## config.mk

```make
export PLATFORM = sky130hd
export DESIGN_NAME = obj_stepper
export DESIGN_NICKNAME = d
export VERILOG_FILES = /design/src/rtl/obj_stepper.sv
export SDC_FILE = /design/constraint.sdc
export NUM_CORES = 2
export LEC_CHECK = 0
export ABC_AREA = 1
export CAP_MARGIN = 20
export CORE_ASPECT_RATIO = 1.25
export CORE_MARGIN = 10
export CORE_UTILIZATION = 45
export DETAILED_ROUTE_END_ITERATION = 12
export GPL_TIMING_DRIVEN = 0
export MAX_ROUTING_LAYER = met4
export PLACE_DENSITY = 0.6
export SKIP_LAST_GASP = 1
export SYNTH_ARGS = -nofsm -noshare
export SYNTH_HDL_FRONTEND = slang
export SYNTH_SLANG_ARGS = --single-unit
```

## constraint.sdc

```tcl
create_clock -name clk_i -period 58.1 [get_ports clk_i]
set_input_delay 5.81 -clock clk_i [delete_from_list [all_inputs] [get_ports clk_i]]
set_output_delay 5.81 -clock clk_i [all_outputs]
set_load 0.02 [all_outputs]
```

## src/rtl/obj_stepper.sv

```systemverilog
// -----------------------------------------------------------------------------
// obj_stepper
// Moves N_OBJ objects on a bounded 2-D grid. Each object has an integer
// position, a signed Q.16 sub-pixel remainder and a signed Q.16 speed on each
// axis. A step request runs one pass that updates one object per clock. An
// axis that would leave its bounds is clamped to the bound, and its remainder
// and speed on that axis are zeroed.
//
// Ports
//   clk_i, rst_i                 clock, asynchronous active-high reset
//   step_i                       start one movement pass (ignored while busy)
//   wr_en_i, wr_idx_i,
//   wr_pos_x_i/wr_pos_y_i,
//   wr_spd_x_i/wr_spd_y_i        load one object (accepted only when idle)
//   wr_ack_o                     write accepted this cycle
//   rd_idx_i                     combinational read select
//   rd_pos_x_o/rd_pos_y_o,
//   rd_rem_x_o/rd_rem_y_o,
//   rd_spd_x_o/rd_spd_y_o,
//   rd_hit_o                     read data, rd_hit_o = {y_clamped, x_clamped}
//   busy_o, done_o               pass in progress / one-cycle pass-complete
//   ovr_o, ovr_clr_i             sticky "step while busy" flag and its clear
// -----------------------------------------------------------------------------
module obj_stepper #(
   parameter int N_OBJ = 4,
   parameter int POS_W = 16,
   parameter int FX_W  = 32,
   parameter int X_MIN = 0,
   parameter int X_MAX = 127,
   parameter int Y_MIN = 0,
   parameter int Y_MAX = 127,
   parameter int RST_X = 8,
   parameter int RST_Y = 96,
   localparam int IW   = $clog2(N_OBJ)
) (
   input  logic                    clk_i,
   input  logic                    rst_i,
   input  logic                    step_i,
   input  logic                    wr_en_i,
   input  logic [IW-1:0]           wr_idx_i,
   input  logic [POS_W-1:0]        wr_pos_x_i,
   input  logic [POS_W-1:0]        wr_pos_y_i,
   input  logic [FX_W-1:0]         wr_spd_x_i,
   input  logic [FX_W-1:0]         wr_spd_y_i,
   output logic                    wr_ack_o,
   input  logic [IW-1:0]           rd_idx_i,
   output logic [POS_W-1:0]        rd_pos_x_o,
   output logic [POS_W-1:0]        rd_pos_y_o,
   output logic [FX_W-1:0]         rd_rem_x_o,
   output logic [FX_W-1:0]         rd_rem_y_o,
   output logic [FX_W-1:0]         rd_spd_x_o,
   output logic [FX_W-1:0]         rd_spd_y_o,
   output logic [1:0]              rd_hit_o,
   output logic                    busy_o,
   output logic                    done_o,
   output logic                    ovr_o,
   input  logic                    ovr_clr_i
);

   // Width of the position sum: integer position plus integer part of a move.
   localparam int PW  = POS_W + FX_W - 16 + 1;
   localparam int AXW = POS_W + FX_W + 1;

   typedef enum logic [1:0] {
      S_IDLE = 2'd0,
      S_RUN  = 2'd1,
      S_DONE = 2'd2
   } state_t;

   state_t state_q, state_d;
   logic [IW-1:0] idx_q, idx_d;
   logic          ovr_q, ovr_d;

   logic [POS_W-1:0] pos_x_q [N_OBJ];
   logic [POS_W-1:0] pos_y_q [N_OBJ];
   logic [FX_W-1:0]  rem_x_q [N_OBJ];
   logic [FX_W-1:0]  rem_y_q [N_OBJ];
   logic [FX_W-1:0]  spd_x_q [N_OBJ];
   logic [FX_W-1:0]  spd_y_q [N_OBJ];
   logic [1:0]       hit_q   [N_OBJ];

   logic             wr_ok_s;
   logic             last_s;
   logic [AXW-1:0]   ax_x_s;
   logic [AXW-1:0]   ax_y_s;

   // One axis update. Returns {hit, new_pos, new_rem}; on hit the position is
   // the violated bound and the remainder is zero (caller zeroes speed).
   function automatic logic [AXW-1:0] axis_step(
      input logic signed [POS_W-1:0] pos,
      input logic signed [FX_W-1:0]  rem,
      input logic signed [FX_W-1:0]  spd,
      input int                      mn,
      input int                      mx
   );
      logic signed [FX_W-1:0] r;
      logic signed [FX_W:0]   rr;
      logic signed [FX_W:0]   amt;
      logic signed [FX_W-1:0] rem_n;
      logic signed [PW-1:0]   p;
      logic signed [PW-1:0]   lo;
      logic signed [PW-1:0]   hi;
      r     = rem + spd;
      // Add one half and floor: round-half-up to the nearest integer step.
      rr    = (FX_W+1)'(r) + (FX_W+1)'(32'sh0000_8000);
      amt   = rr >>> 16;
      rem_n = r - FX_W'(amt <<< 16);
      p     = PW'(pos) + PW'(amt);
      lo    = PW'(mn);
      hi    = PW'(mx);
      if (p < lo) begin
         axis_step = {1'b1, lo[POS_W-1:0], {FX_W{1'b0}}};
      end else if (p > hi) begin
         axis_step = {1'b1, hi[POS_W-1:0], {FX_W{1'b0}}};
      end else begin
         axis_step = {1'b0, p[POS_W-1:0], rem_n};
      end
   endfunction

   // Index decode helpers for the write port and the last object of a pass.
   always_comb begin
      wr_ok_s = (32'(wr_idx_i) < N_OBJ);
      last_s  = (idx_q == IW'(N_OBJ - 1));
   end

   // FSM state, pass index and overrun flag registers.
   always_ff @(posedge clk_i or posedge rst_i) begin
      if (rst_i) begin
         state_q <= S_IDLE;
         idx_q   <= {IW{1'b0}};
         ovr_q   <= 1'b0;
      end else begin
         state_q <= state_d;
         idx_q   <= idx_d;
         ovr_q   <= ovr_d;
      end
   end

   // Next-state logic for the FSM, pass index and overrun flag.
   always_comb begin
      state_d = state_q;
      idx_d   = idx_q;
      case (state_q)
         S_IDLE: begin
            if (step_i) begin
               state_d = S_RUN;
               idx_d   = {IW{1'b0}};
            end else begin
               state_d = S_IDLE;
            end
         end
         S_RUN: begin
            if (last_s) begin
               state_d = S_DONE;
               idx_d   = {IW{1'b0}};
            end else begin
               idx_d   = idx_q + IW'(1);
            end
         end
         S_DONE: begin
            state_d = S_IDLE;
         end
         default: begin
            state_d = S_IDLE;
            idx_d   = {IW{1'b0}};
         end
      endcase
      // A step while busy is dropped but remembered; set beats clear.
      if (step_i && (state_q != S_IDLE)) begin
         ovr_d = 1'b1;
      end else if (ovr_clr_i) begin
         ovr_d = 1'b0;
      end else begin
         ovr_d = ovr_q;
      end
   end

   // FSM outputs and write handshake.
   always_comb begin
      busy_o   = (state_q != S_IDLE);
      done_o   = (state_q == S_DONE);
      ovr_o    = ovr_q;
      wr_ack_o = wr_en_i && (state_q == S_IDLE) && wr_ok_s;
   end

   // Update of the object selected by the pass index, both axes at once.
   always_comb begin
      ax_x_s = axis_step(pos_x_q[idx_q], rem_x_q[idx_q], spd_x_q[idx_q], X_MIN, X_MAX);
      ax_y_s = axis_step(pos_y_q[idx_q], rem_y_q[idx_q], spd_y_q[idx_q], Y_MIN, Y_MAX);
   end

   // Object state storage: reset, host write when idle, pass update in RUN.
   always_ff @(posedge clk_i or posedge rst_i) begin
      if (rst_i) begin
         for (int i = 0; i < N_OBJ; i++) begin
            pos_x_q[i] <= POS_W'(RST_X);
            pos_y_q[i] <= POS_W'(RST_Y);
            rem_x_q[i] <= {FX_W{1'b0}};
            rem_y_q[i] <= {FX_W{1'b0}};
            spd_x_q[i] <= {FX_W{1'b0}};
            spd_y_q[i] <= {FX_W{1'b0}};
            hit_q[i]   <= 2'b00;
         end
      end else begin
         for (int i = 0; i < N_OBJ; i++) begin
            if (wr_ack_o && (wr_idx_i == IW'(i))) begin
               pos_x_q[i] <= wr_pos_x_i;
               pos_y_q[i] <= wr_pos_y_i;
               rem_x_q[i] <= {FX_W{1'b0}};
               rem_y_q[i] <= {FX_W{1'b0}};
               spd_x_q[i] <= wr_spd_x_i;
               spd_y_q[i] <= wr_spd_y_i;
               hit_q[i]   <= 2'b00;
            end else if ((state_q == S_RUN) && (idx_q == IW'(i))) begin
               pos_x_q[i] <= ax_x_s[POS_W+FX_W-1:FX_W];
               rem_x_q[i] <= ax_x_s[FX_W-1:0];
               pos_y_q[i] <= ax_y_s[POS_W+FX_W-1:FX_W];
               rem_y_q[i] <= ax_y_s[FX_W-1:0];
               if (ax_x_s[AXW-1]) begin
                  spd_x_q[i] <= {FX_W{1'b0}};
               end
               if (ax_y_s[AXW-1]) begin
                  spd_y_q[i] <= {FX_W{1'b0}};
               end
               hit_q[i]   <= {ax_y_s[AXW-1], ax_x_s[AXW-1]};
            end
         end
      end
   end

   // Combinational read port; out-of-range indices read as zero.
   always_comb begin
      if (32'(rd_idx_i) < N_OBJ) begin
         rd_pos_x_o = pos_x_q[rd_idx_i];
         rd_pos_y_o = pos_y_q[rd_idx_i];
         rd_rem_x_o = rem_x_q[rd_idx_i];
         rd_rem_y_o = rem_y_q[rd_idx_i];
         rd_spd_x_o = spd_x_q[rd_idx_i];
         rd_spd_y_o = spd_y_q[rd_idx_i];
         rd_hit_o   = hit_q[rd_idx_i];
      end else begin
         rd_pos_x_o = {POS_W{1'b0}};
         rd_pos_y_o = {POS_W{1'b0}};
         rd_rem_x_o = {FX_W{1'b0}};
         rd_rem_y_o = {FX_W{1'b0}};
         rd_spd_x_o = {FX_W{1'b0}};
         rd_spd_y_o = {FX_W{1'b0}};
         rd_hit_o   = 2'b00;
      end
   end

endmodule

```

=== Yosys cells after proc, flatten, opt, wreduce, memory -nomap -nowiden ===
Cells that the tools add are included.

* Bits in registers: 653
* Input bits: 105
* Output and inout port bits: 166
* Logic and storage cells: 204

* Add/sub/neg operators: 9
* $lt $le $gt $ge: 6
* Equality and inequality tests: 10
* Multiplexer cells: 109
* Bitwise logic cells: 3
* Reduce and logical (&&, ||, !) cells: 36

{| class="wikitable"
|+ Operators with widths
! operator !! count
|-
| $mux 32 || 50
|-
| $bmux 32 s2 || 8
|-
| $mux 16 || 24
|-
| $mux 49 || 4
|-
| $bmux 16 s2 || 4
|-
| $add 32x17->33 const B || 2
|-
| $add 32x32->32 || 2
|-
| $sub 32x32->32 || 2
|-
| $add 16x17->18 || 2
|-
| $gt 18x8->1 const B || 2
|-
| $lt 18x1->1 const B || 2
|-
| $reduce_bool 2->1 || 14
|-
| $mux 2 || 13
|-
| $reduce_and 2->1 || 9
|-
| $eq 2x2->1 const B || 5
|-
| $logic_and 1x1->1 || 10
|-
| $eq 2x1->1 const B || 3
|-
| $ge 3x3->1 const B || 2
|-
| $logic_not 2->1 || 3
|-
| $not 2->3 || 2
|-
| $pmux 2 s3 || 1
|-
| $bmux 2 s2 || 1
|-
| $ne 2x2->1 const B || 2
|-
| $pmux 2 s2 || 1
|-
| 3 further kinds || 5
|}

=== Logic depth before layout (Yosys ltp) ===
* Depth in word-level cells: 13
* Gate-level depth with buffers: 43
* Mapped depth without buffers: 39

=== Least setup slack after synthesis ===
No wires, ideal clock.

* Kind: in2out
* Start point: input port rd_idx_i[0]
* End point: output port rd_rem_x_o[17]
* Arrival: 7.461 ns
* Data required time: 52.290 ns
* Path slack: 44.829 ns
* Cell stages on the path: 6
* Buffers on the path: 4
* Cells stage by stage: clkbuf_1 clkbuf_1 clkbuf_1 nor2_1 o21ai_0 buf_4

* Longest elaborated chain between the ends: 4

{| class="wikitable"
|+ Ends and longest elaborated chain
! element !! RTL line !! text
|-
| start, declared || 46 || <nowiki>input logic [IW-1:0] rd_idx_i,</nowiki>
|-
| $not 2->3 (not written as such) || 236 || <nowiki>rd_rem_x_o = rem_x_q[rd_idx_i];</nowiki>
|-
| $bmux 32 s2 || 236 ||
|-
| $mux 32 (not written as such) (2 in a row) || 236 ||
|-
| end, declared || 49 || <nowiki>output logic [FX_W-1:0] rd_rem_x_o,</nowiki>
|}

Every way passes these cells. The select of a mux whose other input is x is not followed.

=== Final worst setup path ===
* Start point: input port rd_idx_i[1]
* End point: output port rd_hit_o[0]

* Longest elaborated chain between the ends: 4

{| class="wikitable"
|+ Ends and longest elaborated chain
! element !! RTL line !! text
|-
| $not 2->3 (not written as such) || 240 || <nowiki>rd_hit_o = hit_q[rd_idx_i];</nowiki>
|-
| $bmux 2 s2 || 240 ||
|-
| $mux 2 (not written as such) (2 in a row) || 240 ||
|-
| end, declared || 53 || <nowiki>output logic [1:0] rd_hit_o,</nowiki>
|}

Every way passes these cells. The select of a mux whose other input is x is not followed.

==> results.tsv <==
metric	value	unit
cp.depth	7	
finalCritPeriodShare	26.5	%
fin_nets	6863	
yosys.area.top_type	dfrtp_1	
clockRootBuffer	clkbuf_16	
seqCellArea	16000	um2
num_io_pins	271	
clock.fmax	65.1	MHz
max-slew-margin-rel	12.0	%
grt_overflow	0	
synth_top_area_share	37.0	%
wl	215000	um
path_delay_family	buffers and inverters	
portBuffers	268	
crit_type	input pin to primary output	
cp.required	52.29	ns
ant_nets	0	
critical_path.startpoint_type	input pin	
arrival	9.56	ns
cp_common_cell	clkbuf_1	
endpoint_kind	primary output	
die-area	107000	um2
grt_pass1_vias	45700	
cts_sinks	637	
vias_per_cell	6.12	
fp.dieW	294	um
start_util	45.4	%
whs	0.489	ns
ys_ff_latch	637	
crit_buf_inv	5	
yosys_warnings	0	
num_vias	48300	
grt_pass1_wl	308000	um
cts.clk_slew.worst_paths	0.07	ns
gp_congestion	1.06	
tns	0	ns
fillers	9627	
cpPeakStageDelay	0.91	ns
cts_inserted_buffers	74	
yosysSeqAreaShare	37.7	%
multiInputGateArea	23000	um2
rsz0062_at_grt	false	
syn_avg_cell_area	6.76	um2
drv_slew	0	
period_needed	15.37	ns
die_h	363	um
synth_ff_type	dfrtp_1	
syn_area	42300	um2
rr_worst_depth	37	
rows	125	
grtUsageTotal	40.1	%
h-tree-depth	3	
tritoncts	built	
postCtsResizedCells	0	
skew	0.0430	ns
synth_edf_count	0	
slowest_stage	clkbuf_1	
core	93200	um2
syn-instance-count	6257	
dp_hpwl	161000	um
tightestPinTransition	1.32	ns
fin_util	53.0	%
outcome	finished clean	
synth_area_leaders	dfrtp_1 (37%), nand2_1 (15%), o21ai_0 (11%)	
finalHoldViolCount	0	
cts_setup_buffers	0	
antenna_found_initial	10	
path_cells	clkbuf_1, buf_8, clkbuf_1, clkbuf_1, o21ai_0, o22ai_1, clkdlybuf4s50_1	
layout-drive-gt1-share	4.43	%
drt-wirelength-per-cell	27.2	um
synth_nets	6496	
holdPathStages	2	
clock_latency	0.67	ns
drc	0	
min_path_type	register to register	
initialDrtViolationCount	6030	
crit_fanout	10	
max_cap_viol_count	0	
grt_max_degree	123	
setup_viol	0	
clockBufferDepth	3	
syn2layout_area_growth	16.8	%
async_flop_share	100	%
hold_buffers	0	
synth_cell_types	47	
dr.pass1.iters	8	
[stage by stage]
| stage | setup WS (ns) | cells | area (um2) |
|---|---|---|---|
| global placement | 25.57 | 7731 | 46500 |
| global route | 42.89 | 7894 | 49400 |
| CTS | 42.91 | 7881 | 49300 |
| floorplan | 34.47 | 6257 | 42300 |
| finish | 42.73 | 7897 | 49400 |
| detailed placement | 42.91 | 7747 | 46900 |
[placed cells by master (no fill, tap or decap), types with 21 or more instances in the layout]
| master | netlist | layout |
|---|---|---|
| nand2_1 | 1719 | 1719 |
| o21ai_0 | 888 | 888 |
| nor2_1 | 707 | 707 |
| dfrtp_1 | 625 | 625 |
| inv_1 | 460 | 459 |
| nand3_1 | 451 | 451 |
| clkbuf_1 | 312 | 324 |
| o22ai_1 | 304 | 304 |
| clkdlybuf4s50_1 | 0 | 268 |
| a21oi_1 | 153 | 153 |
| ha_1 | 130 | 130 |
| nand4_1 | 76 | 76 |
| clkbuf_16 | 0 | 74 |
| o21ai_1 | 64 | 64 |
| xor2_1 | 58 | 58 |
| o21bai_1 | 46 | 46 |
| buf_1 | 32 | 32 |
| nand2_2 | 30 | 30 |
| buf_4 | 21 | 21 |
[routing by layer]
metal | GRT usage [%] | routed length (um) | vias up
met5 | - | 0 | -
met3 | 7.82 | 20500 | 778
met2 | 61.6 | 97200 | 2997
met4 | 30.9 | 19100 | 0
li1 | - | - | 21500
met1 | 45.8 | 77800 | 23000
[final timing paths]
kind / start / endpoint / slack [ns]
setup / recovery: rd_idx_i[1] / rd_hit_o[0] / 42.73
hold / removal: hit_q[3]$_DFFE_PP0P_ / hit_q[3]$_DFFE_PP0P_ / 0.49
setup reg to reg: idx_q[1]$_DFFE_PP0P_ / rem_y_q[115]$_DFFE_PP0P_ / 47.85
hold reg to reg: hit_q[3]$_DFFE_PP0P_ / hit_q[3]$_DFFE_PP0P_ / 0.49
max in group asynchronous: rst_i / rem_x_q[71]$_DFFE_PP0P_ / 49.76
min in group asynchronous: rst_i / spd_y_q[12]$_DFFE_PP0P_ / 5.59
[worst min-delay path, cell delays in order (launching register included)]
cell and delay (ns):
dfrtp_1 0.35, nand2_1 0.06, nand2_1 0.05
[cell families (layout without fill, tap and decap cells)]
logic type | Yosys count | after routing | synth area share (%)
simple gates | 3060 | 3060 | 29.8
compound gates | 1482 | 1482 | 18.9
buf+inv | 864 | 1289 | 7.89
flops | 637 | 637 | 37.7
fa+ha+maj | 134 | 134 | 4.03
xor+xnor | 80 | 80 | 1.69
other cells | 0 | 9 | 0
[layout make-up]
class,instances,share of cell area (%)
Multi-Input combinational cell,4756,46.6
Inverter,484,3.69
Clock buffer,108,4.41
Antenna cell,9,0.0455
Sequential cell,637,32.3
Timing Repair Buffer,291,6.28
Clock inverter,26,0.590
Tap cell,1206,3.05
Buffer,380,3.09
[Yosys cell counts, drive strengths merged (2+ instances only)]
cell and instances:
nor3 16, clkbuf 312, o31ai 4, o21bai 46, or2 8, a21oi 153, nand3b 8, xnor2 20
and2 9, o21ai 955, a21o 5, nor2 729, o311ai 2, dfstp 12, nand4 76, o211ai 2
buf 68, fa 4, xor2 60, a32oi 6, inv 480, ha 130, nand3 461, dfrtp 625
nor4 2, clkinv 4, nand2 1750, o22ai 304
[flip-flops by register name, summed over array words and instances, names as in the netlist]
register  count
hit_q         8
rem_x_q     120
pos_y_q      64
idx_q         2
ovr_o         1
spd_y_q     128
state_q       2
spd_x_q     128
rem_y_q     120
pos_x_q      64
Power is not shown: default switching activity piles up to over one toggle a cycle in this logic, so the estimate is an artifact.
